$ cat src/rtl/mem_arb_pkg.sv
// -----------------------------------------------------------------------------
// mem_arb_pkg
//   Shared types and constants for the two-port memory arbiter.
//   - state_t    : arbiter sequencing states (IDLE, ACCESS, RESP)
//   - mem_req_t  : one requester's transaction fields, latched at grant
//   - SZ_*       : memory access size encodings
//   - PORT_*     : requester port indices
// -----------------------------------------------------------------------------
package mem_arb_pkg;

    typedef enum logic [1:0] {
        IDLE   = 2'd0,
        ACCESS = 2'd1,
        RESP   = 2'd2
    } state_t;

    typedef struct packed {
        logic        we;
        logic [31:0] addr;
        logic [31:0] wdata;
        logic [1:0]  size;
        logic        sign;
    } mem_req_t;

    localparam logic [1:0] SZ_BYTE = 2'b00;
    localparam logic [1:0] SZ_HALF = 2'b01;
    localparam logic [1:0] SZ_WORD = 2'b10;

    localparam int PORT_CPU = 0;
    localparam int PORT_DBG = 1;

    // Select one port's transaction fields.
    function automatic mem_req_t pick_req(input logic sel_dbg,
                                          input mem_req_t r_cpu,
                                          input mem_req_t r_dbg);
        return sel_dbg ? r_dbg : r_cpu;
    endfunction

endpackage

$ cat src/rtl/mem_arbiter_rr_arb2.sv
// -----------------------------------------------------------------------------
// rr_arb2
//   Combinational two-way round-robin pick.
//   Ports:
//     req        in  [1:0]  per-port request
//     last_owner in  1      port granted most recently (owned by the caller)
//     grant      out [1:0]  one-hot grant, zero when no request
//   With both ports requesting, the port that did not win last time wins.
// -----------------------------------------------------------------------------
module rr_arb2
    import mem_arb_pkg::*;
(
    input  logic [1:0] req,
    input  logic       last_owner,
    output logic [1:0] grant
);

    // NOTE: every output of a combinational block gets a default before the
    // case so no path leaves it unassigned, which would infer a latch.
    always_comb begin
        grant = 2'b00;
        unique case (req)
            2'b01:   grant = 2'b01;
            2'b10:   grant = 2'b10;
            2'b11:   grant = (last_owner == 1'b1) ? 2'b01 : 2'b10;
            default: grant = 2'b00;
        endcase
    end

endmodule

$ cat src/rtl/mem_arbiter.sv
// -----------------------------------------------------------------------------
// mem_arbiter
//   Round-robin arbiter sharing one synchronous memory port between the CPU
//   memory interface (port 0) and a debug/DMA loader (port 1). A granted
//   transaction is latched, held on the memory port for MEM_LAT cycles, and
//   answered with a one-cycle ack carrying read data and the error flag.
//
//   Parameters:
//     MEM_LAT  memory latency in cycles (>= 1)
//   Ports:
//     clk, rst                     clock, async active-low reset
//     req/we [1:0]                 per-port request and write enable
//     addr*/wdata*/size*/sign*     per-port transaction fields
//     ack [1:0], rdata, err        one-hot completion pulse, read data, error
//     busy                         high outside IDLE
//     mem_we/addr/data/size/sign   memory request port
//     mem_out, mem_error           memory response
//
//   Timing: request sampled in IDLE at cycle N -> ACCESS cycles N+1..N+MEM_LAT
//   -> ack in cycle N+MEM_LAT+1 -> IDLE again, so one transaction takes
//   MEM_LAT+2 cycles.
// -----------------------------------------------------------------------------
module mem_arbiter
    import mem_arb_pkg::*;
#(
    parameter int MEM_LAT = 1
)(
    input  logic        clk,
    input  logic        rst,
    input  logic [1:0]  req,
    input  logic [1:0]  we,
    input  logic [31:0] addr0,
    input  logic [31:0] addr1,
    input  logic [31:0] wdata0,
    input  logic [31:0] wdata1,
    input  logic [1:0]  size0,
    input  logic [1:0]  size1,
    input  logic        sign0,
    input  logic        sign1,
    output logic [1:0]  ack,
    output logic [31:0] rdata,
    output logic        err,
    output logic        busy,
    output logic        mem_we,
    output logic [31:0] mem_addr,
    output logic [31:0] mem_data,
    output logic [1:0]  mem_size,
    output logic        mem_sign,
    input  logic [31:0] mem_out,
    input  logic        mem_error
);

    localparam int                CNT_W    = $clog2(MEM_LAT + 1);
    localparam logic [CNT_W-1:0]  CNT_INIT = CNT_W'(MEM_LAT - 1);

    state_t           state;
    logic             last_owner;
    logic             owner;        // 0 = CPU, 1 = debug/DMA
    logic             first_cycle;  // high only during the first ACCESS cycle
    logic [CNT_W-1:0] cnt;
    mem_req_t         cur;          // transaction latched at grant

    logic [1:0]       grant;
    mem_req_t         req_cpu;
    mem_req_t         req_dbg;
    mem_req_t         req_sel;

    assign req_cpu = '{we: we[PORT_CPU], addr: addr0, wdata: wdata0,
                       size: size0, sign: sign0};
    assign req_dbg = '{we: we[PORT_DBG], addr: addr1, wdata: wdata1,
                       size: size1, sign: sign1};

    rr_arb2 u_rr_arb2 (
        .req        (req),
        .last_owner (last_owner),
        .grant      (grant)
    );

    assign req_sel = pick_req(grant[PORT_DBG], req_cpu, req_dbg);

    // The memory port is driven straight from the latched transaction, so
    // requester fields changing after grant never reach the memory. The write
    // strobe is qualified by the first ACCESS cycle to give one pulse per
    // write; both terms clear asynchronously so mem_we drops with reset.
    assign mem_we   = cur.we & first_cycle;
    assign mem_addr = cur.addr;
    assign mem_data = cur.wdata;
    assign mem_size = cur.size;
    assign mem_sign = cur.sign;

    // NOTE: state is written with non-blocking assignments so every register
    // in this block sees the pre-edge values of the others.
    always_ff @(posedge clk or negedge rst) begin
        if (!rst) begin
            state       <= IDLE;
            last_owner  <= 1'b1;   // port 0 wins the first contended grant
            owner       <= 1'b0;
            first_cycle <= 1'b0;
            cnt         <= '0;
            cur         <= '0;
            ack         <= 2'b00;
            rdata       <= '0;
            err         <= 1'b0;
            busy        <= 1'b0;
        end else begin
            ack         <= 2'b00;
            first_cycle <= 1'b0;

            unique case (state)
                IDLE: begin
                    if (|req) begin
                        // grant is one-hot here; both bits feed the owner so
                        // a malformed grant cannot pick port 1 by accident.
                        owner       <= grant[PORT_DBG] & ~grant[PORT_CPU];
                        last_owner  <= grant[PORT_DBG] & ~grant[PORT_CPU];
                        cur         <= req_sel;
                        first_cycle <= 1'b1;
                        cnt         <= CNT_INIT;
                        busy        <= 1'b1;
                        state       <= ACCESS;
                    end
                end

                ACCESS: begin
                    if (cnt != '0) begin
                        cnt <= cnt - 1'b1;
                    end else begin
                        rdata <= mem_out;
                        err   <= mem_error;
                        ack   <= owner ? 2'b10 : 2'b01;
                        state <= RESP;
                    end
                end

                RESP: begin
                    // Requests are not sampled here; the requester re-presents
                    // or drops req for the following IDLE cycle.
                    busy  <= 1'b0;
                    state <= IDLE;
                end

                default: begin
                    busy  <= 1'b0;
                    state <= IDLE;
                end
            endcase
        end
    end

endmodule

$ cat config.mk
export PLATFORM = sky130hd
export DESIGN_NAME = mem_arbiter
export DESIGN_NICKNAME = d
export VERILOG_FILES = /design/src/rtl/mem_arb_pkg.sv /design/src/rtl/mem_arbiter_rr_arb2.sv /design/src/rtl/mem_arbiter.sv
export SDC_FILE = /design/constraint.sdc
export NUM_CORES = 1
export LEC_CHECK = 0
export BUFFER_PORTS_ARGS = -buffer_cell sky130_fd_sc_hd__buf_2
export CAP_MARGIN = 20
export CORE_MARGIN = 2
export CORE_UTILIZATION = 47
export CTS_BUF_LIST = sky130_fd_sc_hd__clkbuf_8 sky130_fd_sc_hd__clkbuf_16
export CTS_CLUSTER_SIZE = 20
export DETAILED_ROUTE_END_ITERATION = 10
export GPL_TIMING_DRIVEN = 0
export PLACE_DENSITY = 0.91
export SYNTH_ARGS = -nofsm -noshare
export SYNTH_HDL_FRONTEND = slang
export SYNTH_SLANG_ARGS = --single-unit
$ cat constraint.sdc
create_clock -name clk -period 2 [get_ports clk]
set_input_delay 0.1 -clock clk [delete_from_list [all_inputs] [get_ports clk]]
set_output_delay 0.1 -clock clk [all_outputs]
set_load 0.02 [all_outputs]
Word level (Yosys, flattened, before mapping)
Index checks and enable logic that the tools add are counted.

storage, ports and cells
  logic and storage cells = 50
  bits in registers = 110
  input bits = 173
  output and inout port bits = 104

cells by class
  equal/unequal tests = 6
  bitwise gates (word level) = 5
  add/subtract/negate cells = 1
  multiplexer cells = 16
  reduce and logical (&&, ||, !) cells = 8

operator list
  kind                 count
  $mux 68              1
  $mux 2               6
  $reduce_and 2->1     5
  $pmux 2 s3           1
  $mux 1               5
  $eq 2x1->1 const B   2
  $eq 2x2->1 const B   2
  $ne 2x2->1 const B   2
  $pmux 1 s2           2
  $pmux 2 s2           1
  $not 1->1            3
  $and 1x1->1          2
  $logic_not 2->1      1
  $reduce_bool 2->1    1
  $reduce_or 2->1      1
  $sub 1x1->1 const B  1

Longest topological paths before layout
  depth after elaboration = 4
  depth in mapped cells = 5
  mapped depth without buffers = 4

Cells and area by module
From an unflattened synthesis, not the netlist that was laid out.

unflattened totals
  cell total of the unflattened synthesis = 378
  area total of the unflattened synthesis = 5366.4 um2

by module, submodules not included
  module       instances  cells each  area each (um2)  seq. area each (um2)
  mem_arbiter  1          375         5347.6           2728.9
  rr_arb2      1          3           18.8             0.0

Worst setup path after synthesis
Ideal clock, no wire load.

  path kind = register to register
  start point = register last_owner
  end point = register cur, in the netlist mem_addr[19]
  required time = 1.875 ns
  period minus slack after synthesis = 1.606 ns
  stages on the path, launching flop included = 6
  setup time = 0.125 ns
  arrival = 1.481 ns
  buffers on the path = 2
  slack = 0.394 ns
  cell sequence = dfstp_2 -> a21bo_2 -> buf_6 -> buf_6 -> mux2_4 -> mux2_4

on the way
  cells in the longest elaborated chain, start to end = 3

ends and longest elaborated chain
  element                 line                       text
  start, declared         mem_arbiter.sv:57          logic last_owner;
  start signal, assigned  mem_arbiter.sv:115         last_owner <= grant[PORT_DBG] & ~grant[PORT_CPU];
  $mux 2                  mem_arbiter_rr_arb2.sv:25  2'b11: grant = (last_owner == 1'b1) ? 2'b01 : 2'b10;
  $pmux 2 s3              mem_arbiter_rr_arb2.sv:22  unique case (req)
  $mux 68                 mem_arb_pkg.sv:36          return sel_dbg ? r_dbg : r_cpu;
  end signal, assigned    mem_arbiter.sv:116         cur <= req_sel;
  end, declared           mem_arbiter.sv:61          mem_req_t cur;

No other way between the ends.
A chain may end at the register's enable or synchronous reset.

Final worst setup path
  start point = register last_owner
  end point = register cur, in the netlist mem_data[18]

Same word-level chain as after synthesis.

==> results.ini <==
[worst_setup_path]
slowest_stage = dfstp_2
startpoint = last_owner$_DFFE_PN1P_
cpMostUsedCell = mux2_4
cp_top_family = multiplexers
worstPathCellList = a21bo_2 > buf_6 > buf_8 > mux2_4 > mux2_4
critPathMaxFanout = 10
rr_startpoint = last_owner$_DFFE_PN1P_
path_buf_inv = 2
crit_type = reg -> reg
required_ps = 2230
end_kind = register
critPathMaxStageDelay_ps = 540
cp.arrival_ps = 1970
startpoint_type = register

[grt]
antenna_found_initial = 0
grt_overflow = 0
grt_pass1_vias = 4390
grt.total_usage = 0.210
grt_max_degree = 56
grt_pass1_wl_um = 21500

[final_layout]
layout-drive-gt1-share = 0.779
fin_area_mm2 = 0.00810
fin_cells = 869
antenna_cells = 0
final_nets = 869
fin_util = 0.666
area.growth.synth_to_final_pct = 37.1

[detailed_routing]
dr.pass1.iters = 4
drt-total-wl_um = 14400
ant_nets = 0
drc = 0
vias = 4051
wl_per_cell_um = 16.6
via_per_inst = 4.66
drtIter0Drc = 118

[hold_path]
hold_path_class = in -> reg
worstHoldStart = mem_out[16]

[yosys]
yosys.area_share.adder = 0
syn-cell-area_mm2 = 0.00591
yosys_warnings = 0
muxShareOfSynthArea = 0.411
yosysUniqueCellTypes = 19
synth_top_family_by_area = multiplexers
synth_compound_area_frac = 0.00296
synth_seq_cells = 109
synth_top_area_frac = 0.457
synth_fp_nets = 550
synth_seq_area_share = 0.462
synth.area.top_cells = dfrtp_1, mux2_4, buf_4
yosysTopAreaCell = dfrtp_1
yosys.area_share.simple = 0.00720
postSynthCellCount = 377
avgSynthCellArea_um2 = 15.7
synthXorXnorAreaFrac = 0

[timing]
fin_skew_ps = 8.44
rsz0062_at_grt = false
drv_slew = 0
worst_pin_slew_ps = 708
holdWs_ps = 14.5
fmax_ghz = 0.576
setup_viol = 0
fin_crit_sh = 0.869
hold_viol = 0
fin_crit_ps = 1740
max-slew-margin-rel = 0.528

[power]
peakVddDrop_mv = 0.964
p_per_area_mw_per_mm2 = 1580
leakage_nw = 4.34

[floorplanning]
core-area_mm2 = 0.0122
start_util = 0.486
io_pins = 277
die_w_um = 116
dieHeight_um = 116
dieArea_mm2 = 0.0135
num_rows = 40

[clock_network]
htree_levels = 3
cts_made_buffers = 9
cts_setup_buffers = 0
numClockSinks = 109
clk_path_buf_depth = 2
cts.repair.resized = 0
clockRootBuffer = clkbuf_16
clk_pin_slew_ps = 70
cts_tree = yes
cts.hold.buffers_added = 29
clk_latency_ps = 340

[placement]
port-buffer-count = 276
place_congestion = 0.748
place_inst = 822
placed_cell_area_mm2 = 0.00753
hpwl_um = 10700

[status]
status = finished clean

[job]
max_cap_violations = 0

layout make-up:
cell class,instances,area [µm²]
Clock inverter,7,36.3
Fill cell,867,4060
Tap cell,168,210
Buffer,84,678
Multi-Input combinational cell,180,2490
Inverter,4,15.0
Sequential cell,109,2730
Clock buffer,9,225
Timing Repair Buffer,308,1720
where the power goes:
| part | internal (mW) | switching, mW |
|---|---|---|
| Combinational | 3.90 | 3.27 |
| Clock | 0.828 | 0.776 |
| Sequential | 3.36 | 0.662 |
| Total | 8.08 | 4.71 |
state kept, by name (all words and copies together) (netlist names):
| register | cells |
|---|---|
| mem_data | 32 |
| ack | 2 |
| mem_addr | 32 |
| state | 2 |
| owner | 1 |
| last_owner | 1 |
| first_cycle | 1 |
| err | 1 |
| mem_size | 2 |
| cur | 1 |
| mem_sign | 1 |
| busy | 1 |
| rdata | 32 |
synth_stat cells (all sizes together):
cell type and count:
inv 3, a21o 1, dfrtp 108, and2 1, nor3 2, dfstp 1, nand2 1, mux2 169
mux2i 2, nor2 3, buf 84, clkinv 1, a21bo 1
placed cells by master (no fill, tap or decap), types with 2 or more instances in the layout:
cell type,instances
nor2_1,3
mux2_2,35
mux2_4,134
buf_4,73
clkinvlp_4,2
buf_2,279
mux2i_1,2
inv_1,6
clkbuf_16,9
buf_6,2
dfrtp_1,108
clkinv_2,2
buf_8,5
dlygate4sd3_1,31
per-stage QoR:
step	TNS [ps]	setup slack (ps)	power, mW
floorplan	0	394	9.25
global placement	-32230	-305	10.9
detailed placement	0	239	11.2
CTS	0	225	12.9
global route	0	168	13.5
finish	0	263	12.8
kinds of logic (layout without fill, tap and decap cells):
logic type,Yosys count,in the layout
AOI/OAI and AO/OA,2,2
buffers and inverters,88,412
DFF,109,109
muxes,171,171
and+or+nand+nor,7,7
per-layer routing:
layer	global-route usage	part of all wire	vias to the layer above
li1	-	-	1871
met1	0.229	0.37	1942
met2	0.385	0.53	196
met3	0.0446	0.060	42
met4	0.104	0.034	0
met5	0	0	-
path summary, 6_finish.rpt:
| check | cells past startpoint | endpoint | slack [ps] |
|---|---|---|---|
| worst min register to register | 1 | ack[0]$_DFF_PN0_ | 420 |
| max in group asynchronous | 3 | last_owner$_DFFE_PN1P_ | 900 |
| worst max-delay path | 5 | mem_data[18]$_DFFE_PN0P_ | 260 |
| worst max register to register | 5 | mem_data[18]$_DFFE_PN0P_ | 260 |
| worst min-delay path | 2 | rdata[16]$_DFFE_PN0N_ | 10 |
| min in group asynchronous | 2 | mem_data[11]$_DFFE_PN0P_ | 340 |
(Power assumes the default switching activity.)
